--- config.mk ---
export PLATFORM = sky130hd
export DESIGN_NAME = disp_scan_ctrl
export DESIGN_NICKNAME = d
export VERILOG_FILES = /design/src/rtl/disp_scan_ctrl.sv
export SDC_FILE = /design/constraint.sdc
export NUM_CORES = 1
export LEC_CHECK = 0
export ABC_AREA = 1
export CAP_MARGIN = 30
export CORE_MARGIN = 3
export CORE_UTILIZATION = 26
export CTS_BUF_LIST = sky130_fd_sc_hd__clkbuf_16
export CTS_CLUSTER_DIAMETER = 150
export DETAILED_ROUTE_END_ITERATION = 10
export PLACE_DENSITY_LB_ADDON = 0.12
export SLEW_MARGIN = 20
export SYNTH_ARGS = -nofsm -noshare
export SYNTH_HDL_FRONTEND = slang
export SYNTH_SLANG_ARGS = --single-unit
--- constraint.sdc ---
create_clock -name clk -period 7.3 [get_ports clk]
set_input_delay 1.095 -clock clk [delete_from_list [all_inputs] [get_ports clk]]
set_output_delay 1.095 -clock clk [all_outputs]
set_load 0.02 [all_outputs]
--- src/rtl/disp_scan_ctrl.sv ---
// disp_scan_ctrl: multi-digit seven-segment scan controller.
//
// Time-multiplexes NUM_DIGITS hex digits onto one shared segment bus.
// Inputs are captured into shadow registers once per frame, so a change on
// hex_in never tears a frame.
//
// Features:
//   - leading-zero blanking
//   - per-digit blink
//   - 16-level PWM brightness
//   - selectable anode and segment polarity
//
// Ports:
//   clk        system clock
//   reset      asynchronous, active-high reset
//   hex_in     digit values, digit i = hex_in[4i+3:4i], digit 0 rightmost
//   dp_in      decimal point per digit (1 = lit)
//   blank_lz   leading-zero blanking enable (sampled at frame capture)
//   blink_en   per-digit blink enable (sampled at frame capture)
//   bright     brightness 0..15, used live
//   disp_en    0 forces every digit dark, used live
//   an         digit enables, one-hot when lit
//   sseg       segments {dp, a, b, c, d, e, f, g}
//   frame_tick one-cycle pulse on the first cycle of digit 0
module disp_scan_ctrl #(
  parameter int NUM_DIGITS     = 8,
  parameter int PRESCALE_W     = 16,
  parameter int BLINK_W        = 24,
  parameter bit AN_ACTIVE_LOW  = 1'b0,
  parameter bit SEG_ACTIVE_LOW = 1'b1
) (
  input  logic                    clk,
  input  logic                    reset,
  input  logic [4*NUM_DIGITS-1:0] hex_in,
  input  logic [NUM_DIGITS-1:0]   dp_in,
  input  logic                    blank_lz,
  input  logic [NUM_DIGITS-1:0]   blink_en,
  input  logic [3:0]              bright,
  input  logic                    disp_en,
  output logic [NUM_DIGITS-1:0]   an,
  output logic [7:0]              sseg,
  output logic                    frame_tick
);

  localparam int IDX_W = (NUM_DIGITS > 1) ? $clog2(NUM_DIGITS) : 1;
  localparam logic [IDX_W-1:0]      LAST_IDX = IDX_W'(NUM_DIGITS - 1);
  localparam logic [NUM_DIGITS-1:0] AN_OFF   = {NUM_DIGITS{AN_ACTIVE_LOW}};
  localparam logic [7:0]            SEG_OFF  = {8{SEG_ACTIVE_LOW}};

  logic [PRESCALE_W-1:0]      pre_q, pre_d;
  logic [IDX_W-1:0]           idx_q, idx_d;
  logic [BLINK_W-1:0]         blink_cnt_q, blink_cnt_d;
  logic                       blink_phase_q, blink_phase_d;
  logic [NUM_DIGITS-1:0][3:0] hex_sh_q, hex_sh_d;
  logic [NUM_DIGITS-1:0]      dp_sh_q, dp_sh_d;
  logic                       blz_sh_q, blz_sh_d;
  logic [NUM_DIGITS-1:0]      blink_sh_q, blink_sh_d;
  logic [NUM_DIGITS-1:0]      an_q, an_d;
  logic [7:0]                 sseg_q, sseg_d;
  logic                       frame_tick_q, frame_tick_d;

  logic                  slot_end, frame_end;
  logic [NUM_DIGITS-1:0] lz_blank;
  logic                  zero_run;
  logic [3:0]            cur_hex;
  logic [6:0]            seg_abcdefg;
  logic                  pwm_on, dark;

  always_comb begin
    slot_end  = &pre_q;
    frame_end = slot_end && (idx_q == LAST_IDX);

    pre_d = pre_q + PRESCALE_W'(1);
    idx_d = idx_q;
    if (slot_end) idx_d = (idx_q == LAST_IDX) ? '0 : idx_q + IDX_W'(1);

    blink_cnt_d   = blink_cnt_q + BLINK_W'(1);
    blink_phase_d = (&blink_cnt_q) ? ~blink_phase_q : blink_phase_q;

    hex_sh_d   = hex_sh_q;
    dp_sh_d    = dp_sh_q;
    blz_sh_d   = blz_sh_q;
    blink_sh_d = blink_sh_q;
    if (frame_end) begin
      hex_sh_d   = hex_in;
      dp_sh_d    = dp_in;
      blz_sh_d   = blank_lz;
      blink_sh_d = blink_en;
    end
    frame_tick_d = frame_end;

    // Walk from the most significant digit down; a digit is a leading zero
    // while it and everything above it is zero with no decimal point.
    lz_blank = '0;
    zero_run = 1'b1;
    for (int i = NUM_DIGITS - 1; i >= 0; i--) begin
      zero_run = zero_run && (hex_sh_q[i] == 4'h0) && !dp_sh_q[i];
      lz_blank[i] = blz_sh_q && zero_run && (i != 0);
    end

    cur_hex = hex_sh_q[idx_q];
    unique case (cur_hex)
      4'h0: seg_abcdefg = 7'h7E;
      4'h1: seg_abcdefg = 7'h30;
      4'h2: seg_abcdefg = 7'h6D;
      4'h3: seg_abcdefg = 7'h79;
      4'h4: seg_abcdefg = 7'h33;
      4'h5: seg_abcdefg = 7'h5B;
      4'h6: seg_abcdefg = 7'h5F;
      4'h7: seg_abcdefg = 7'h70;
      4'h8: seg_abcdefg = 7'h7F;
      4'h9: seg_abcdefg = 7'h7B;
      4'hA: seg_abcdefg = 7'h77;
      4'hB: seg_abcdefg = 7'h1F;
      4'hC: seg_abcdefg = 7'h4E;
      4'hD: seg_abcdefg = 7'h3D;
      4'hE: seg_abcdefg = 7'h4F;
      default: seg_abcdefg = 7'h47;
    endcase

    // Top four prescaler bits form a 16-step PWM ramp within each slot.
    pwm_on = (pre_q[PRESCALE_W-1 -: 4] <= bright);
    dark   = lz_blank[idx_q] || (blink_phase_q && blink_sh_q[idx_q]) ||
             !pwm_on || !disp_en;

    an_d   = (dark ? '0 : (NUM_DIGITS'(1) << idx_q)) ^ AN_OFF;
    sseg_d = (dark ? 8'h00 : {dp_sh_q[idx_q], seg_abcdefg}) ^ SEG_OFF;
  end

  always_ff @(posedge clk or posedge reset) begin
    if (reset) begin
      pre_q         <= '0;
      idx_q         <= '0;
      blink_cnt_q   <= '0;
      blink_phase_q <= 1'b0;
      hex_sh_q      <= '0;
      dp_sh_q       <= '0;
      blz_sh_q      <= 1'b0;
      blink_sh_q    <= '0;
      an_q          <= AN_OFF;
      sseg_q        <= SEG_OFF;
      frame_tick_q  <= 1'b0;
    end else begin
      pre_q         <= pre_d;
      idx_q         <= idx_d;
      blink_cnt_q   <= blink_cnt_d;
      blink_phase_q <= blink_phase_d;
      hex_sh_q      <= hex_sh_d;
      dp_sh_q       <= dp_sh_d;
      blz_sh_q      <= blz_sh_d;
      blink_sh_q    <= blink_sh_d;
      an_q          <= an_d;
      sseg_q        <= sseg_d;
      frame_tick_q  <= frame_tick_d;
    end
  end

  assign an         = an_q;
  assign sseg       = sseg_q;
  assign frame_tick = frame_tick_q;

endmodule

Word level (Yosys, flattened, before mapping)
Memories as Yosys holds them, arrays and structs flattened.
Index checks and enable logic that the tools add are counted.
- register bits: 110
- bits in read-only memories: 112
- input port bits: 56
- output and inout port bits: 17
- logic and storage cells: 82
- memories kept: 1
- $add $sub $neg: 3
- magnitude comparators: 2
- eq/ne operators: 1
- shifts and indexed selects: 1
- muxes and demuxes: 11
- bitwise logic cells: 2
- reduce and logical (&&, ||, !) cells: 43
- memories (name ; words ; bits a word ; read ports ; clocked after memory_dff ; write ports ; line ; text):
    (no name shown) ; 16 ; 7 ; 1 ; 0 ; 0 ; 102 ; unique case (cur_hex)
- operators by type and width (kind ; number):
    4-bit zero test ; 7
    24-bit by 1-bit adder with 24-bit output, second input constant ; 1
    24-bit AND reduction ; 1
    1-bit logical AND ; 22
    16-bit by 1-bit adder with 16-bit output, second input constant ; 1
    8-bit 2-to-1 mux ; 2
    16-bit AND reduction ; 1
    4-bit binary-select mux with 3-bit select ; 1
    1-bit binary-select mux with 3-bit select ; 3
    1-bit zero test ; 9
    8-bit inverter ; 1
    1-bit by 3-bit << shifter with 8-bit output, first input constant ; 1
    4-bit less-or-equal comparator ; 1
    3-bit by 4-bit < comparator with 1-bit output, second input constant ; 1
    4-bit 2-to-1 mux ; 1
    3-bit by 1-bit adder with 3-bit output, second input constant ; 1
    3-bit equality test, second input constant ; 1
    1-bit logical OR ; 3
    1-bit 2-to-1 mux ; 3
    3-bit 2-to-1 mux ; 1
    1-bit inverter ; 1

Depth between registers and ports, before layout
- depth in word-level cells: 22
- depth in mapped cells: 13
- mapped depth without buffers: 11

Worst setup path after synthesis
Ideal clock, no wire load.
- kind: input-to-reg
- start: input port bright[1]
- end: register sseg_q[0] (netlist: sseg[0])
- library setup time: 0.093 ns
- arrival time: 2.198 ns
- required time: 7.207 ns
- setup slack: 5.009 ns
- cell stages on the path: 10
- path buffers: 0
- cell sequence: inv_1 > ha_1 > inv_1 > nor2_1 > o21ai_0 > nand2_1 > a21oi_1 > nand2_1 > nor2_2 > nand3_1
- longest elaborated chain between the ends: 6
- RTL lines (what ; line ; text):
    from (decl) ; 38 ; input logic [3:0] bright,
    4-bit less-or-equal comparator ; 122 ; pwm_on = (pre_q[PRESCALE_W-1 -: 4] <= bright);
    1-bit zero test ; 124 ; !pwm_on || !disp_en;
    1-bit logical OR ; 123 ; dark = lz_blank[idx_q] || (blink_phase_q && blink_sh_q[idx_q]) ||
    1-bit logical OR ; 124 ;
    8-bit 2-to-1 mux ; 127 ; sseg_d = (dark ? 8'h00 : {dp_sh_q[idx_q], seg_abcdefg}) ^ SEG_OFF;
    8-bit inverter (no source line) ; n/a ;
    net sseg_d[0] ; 59 ; logic [7:0] sseg_q, sseg_d;
    to (signal assigned) ; 153 ; sseg_q <= sseg_d;
    to (decl) ; 59 ;
The timed path passes the listed nets, and every way through them passes these cells.
A chain may end at the register's enable or synchronous reset.

Worst setup path in the final report
- start: register idx_q[1]
- end: register dp_sh_q[3]
- longest elaborated chain between the ends: 2
- RTL lines (what ; line ; text):
    from (decl) ; 51 ; logic [IDX_W-1:0] idx_q, idx_d;
    from (signal assigned) ; 145 ; idx_q <= idx_d;
    3-bit equality test ; 71 ; frame_end = slot_end && (idx_q == LAST_IDX);
    1-bit logical AND ; 71 ;
    to (signal assigned) ; 149 ; dp_sh_q <= dp_sh_d;
    to (decl) ; 55 ; logic [NUM_DIGITS-1:0] dp_sh_q, dp_sh_d;
No other way between the ends.

==> impl_metrics.tcl <==
set metrics [dict create \
    outcome "finished, final reports clean" \
    grt_pass1_vias 4561 \
    core_sq_mm 0.0205 \
    ys_seq_area_share_pct 50.3 \
    place.detailed.hpwl_microns 10100 \
    wl_microns 13700 \
    io_pins 73 \
    clk_pin_slew_ps 70 \
    critPathMaxStageDelay_ps 760 \
    antennaDiodeCount 0 \
    start_util_pct 26.8 \
    synth_warnings 0 \
    worstPathMaxFanout 48 \
    cp.arrival_ps 2950 \
    netlist_area_sq_mm 0.00550 \
    port_buffers 72 \
    row_count 52 \
    finalCritPeriodShare_pct 36.9 \
    critPathSlowestCell "dfrtp_1" \
    cts_buffer_depth 2 \
    post_drt_wl_per_cell_microns 13.6 \
    clock_power_share_pct 39.9 \
    finalSetupViolations 0 \
    cts_buffers 9 \
    tightest_slew_ps 850 \
    r2r_slack_ps 4610 \
    worst_r2r_path_depth 7 \
    die_w_microns 151 \
    min_path_type "flip-flop to flip-flop" \
    share_comb_of_total_power_pct 5.1 \
    nets 807 \
    hp-start "pre_q[0]" \
    ys_ff_latch 110 \
    power_mw 1.11 \
    cts_setup_buffers 0 \
    setup_slack_ps 4610 \
    crit_type "flip-flop to flip-flop" \
    power.internal_mw 0.870 \
    hold_buffers 0 \
    min_to "pre_q[0]" \
    holdPathStages 1 \
    hold_slack_ps 446 \
    max_clock_freq_ghz 0.371 \
    drtAntennaViolNets 0 \
    grt_max_degree 76 \
    mostFrequentLayoutCell "nand2_1" \
    grt_usage_pct 12.6 \
    path_buf_inv 2 \
    die_h_microns 151 \
    yosysUniqueCellTypes 31 \
    drcViolationCount 0 \
    timing.rr.start "idx_q[1]" \
    drive_gt1_share_pct 5.01 \
    p_switching_mw 0.244 \
    die_area_sq_mm 0.0229 \
    path_depth 7 \
    grt_pass1_wl_microns 22700 \
    final_max_slew_viol_count 0 \
    place_ws_ps 4260 \
    drv_cap 0 \
    critPathLaunchType "flip-flop" \
    drt_iter0_drc 245 \
    cellLeakagePower_nw 3.09 \
    final_cell_mix "226 x nand2_1, 102 x dfrtp_1, 72 x clkdlybuf4s50_1" \
    cts_resized 0 \
    cts_num_sinks 110 \
    tns_ps 0 \
    switching_share_pct 21.9 \
    drt-pass1-iter-count 4 \
    peakVddDrop_uv 98.7 \
    clk_latency_ps 350 \
    hold_violations 0 \
    crit_path_end_kind "flip-flop" \
    p_seq_share_pct 55.1 \
    p_per_area_mw_per_mm2 166 \
    syn-mean-instance-area_sq_um 8.23 \
    rsz0062_at_grt "no" \
    cp_top_family "flip-flops" \
    required_ps 7560 \
    via_count 4391 \
    area_delta_synth_final_pct 22.0 \
    synth_nets 741 \
    cts_tree "done" \
    gr-total-overflow 0 \
    max_slew_margin_pct 43.2 \
    worstPathCellList "ha_1 -> ha_1 -> inv_1 -> nor2_4 -> buf_4 -> nand2_1 -> o21ai_0" \
    final.min_clock_period_ps 2690 \
    path_common_cell "ha_1" \
    htree_levels 3 \
    drt-vias-per-instance 4.35 \
    reg2reg_to "dp_sh_q[3]" \
    antenna_found_initial 0 \
    finClkSkew_ps 7.36 \
    cts_root_buffer "clkbuf_16" \
    place.gp.congestion 0.831 \
    synth_cells 668 \
]
-- final cells by class --
| type | instances | area (sq um) |
|---|---|---|
| Clock buffer | 9 | 225 |
| Clock inverter | 7 | 32.5 |
| Fill cell | 2191 | 13800 |
| Inverter | 60 | 228 |
| Multi-Input combinational cell | 478 | 2370 |
| Sequential cell | 110 | 2760 |
| Tap cell | 270 | 338 |
| Timing Repair Buffer | 75 | 747 |
-- per-layer routing --
layer,vias to the layer above,global-route usage (%),wire [microns]
li1,2223,-,-
met1,2097,15.5,6160
met2,61,22.2,6880
met3,10,3.26,556
met4,0,2.90,152
met5,-,0,0
-- Yosys cell counts --
cell	n	area share, %
a21oi_1	5	0.46
buf_1	1	0.068
buf_2	9	0.82
buf_4	3	0.41
buf_6	5	1.0
clkbuf_1	2	0.14
dfrtp_1	102	46
dfstp_2	8	3.8
ha_1	17	3.9
inv_1	56	3.8
inv_2	4	0.27
nand2_1	226	15
nand2_2	2	0.23
nand3_1	59	5.4
nand3b_1	5	0.68
nand4_1	8	0.91
nand4_2	1	0.23
nand4_4	1	0.39
nor2_1	66	4.5
nor2_2	1	0.11
nor2_4	3	0.61
nor3_1	7	0.64
nor3_2	1	0.18
nor3b_1	1	0.14
nor4_1	1	0.11
o211ai_1	1	0.14
o21a_1	1	0.14
o21ai_0	27	2.5
o21ai_1	9	0.82
xnor2_1	13	2.1
xor2_1	23	3.7
-- sequential cells by signal, summed over array words and instances (netlist names) --
register / cells
an: 8
blink_cnt_q: 24
blink_phase_q: 1
blink_sh_q: 8
blz_sh_q: 1
dp_sh_q: 8
frame_tick: 1
hex_sh_q: 32
idx_q: 3
pre_q: 16
sseg: 8
-- metrics by stage --
stage               utilization, %  cell area [sq um]  cells
floorplan                        -               5500    668
global placement              31.4               6440    993
detailed placement            31.4               6440    993
CTS                           32.7               6700   1009
global route                  32.7               6710   1009
finish                        32.7               6710   1009
-- how the worst max path moves through the flow --
stage	from	to	slack [ps]
4_1_cts	idx_q[1]	dp_sh_q[3]	4550
2_1_floorplan	reset	an[0]	3320
5_1_grt	idx_q[1]	hex_sh_q[25]	4360
3_5_place_dp	bright[1]	sseg[6]	4260
3_3_place_gp	bright[1]	sseg[0]	4280
6_report	idx_q[1]	dp_sh_q[3]	4610
-- power groups by stage --
stage | Sequential (mW) | Clock (mW) | Combinational (mW)
after floorplan | 0.628 | 0 | 0.0132
after global placement | 0.625 | 0 | 0.0571
after detailed placement | 0.625 | 0 | 0.0580
after CTS | 0.613 | 0.466 | 0.0585
after global routing | 0.613 | 0.492 | 0.0623
final | 0.613 | 0.444 | 0.0565
-- kinds of logic (layout without fill, tap and decap cells) --
logic type / count (synthesis) / in the layout / synth area share, %
AOI/OAI and AO/OA: 43 / 43 / 4.01
xor gates and xnor gates: 36 / 36 / 5.74
adders and majority gates: 17 / 17 / 3.87
buffers and inverters: 80 / 151 / 6.56
DFF: 110 / 110 / 50.3
and+or+nand+nor: 382 / 382 / 29.6
Note: power is estimated with default switching activity, not from simulation.
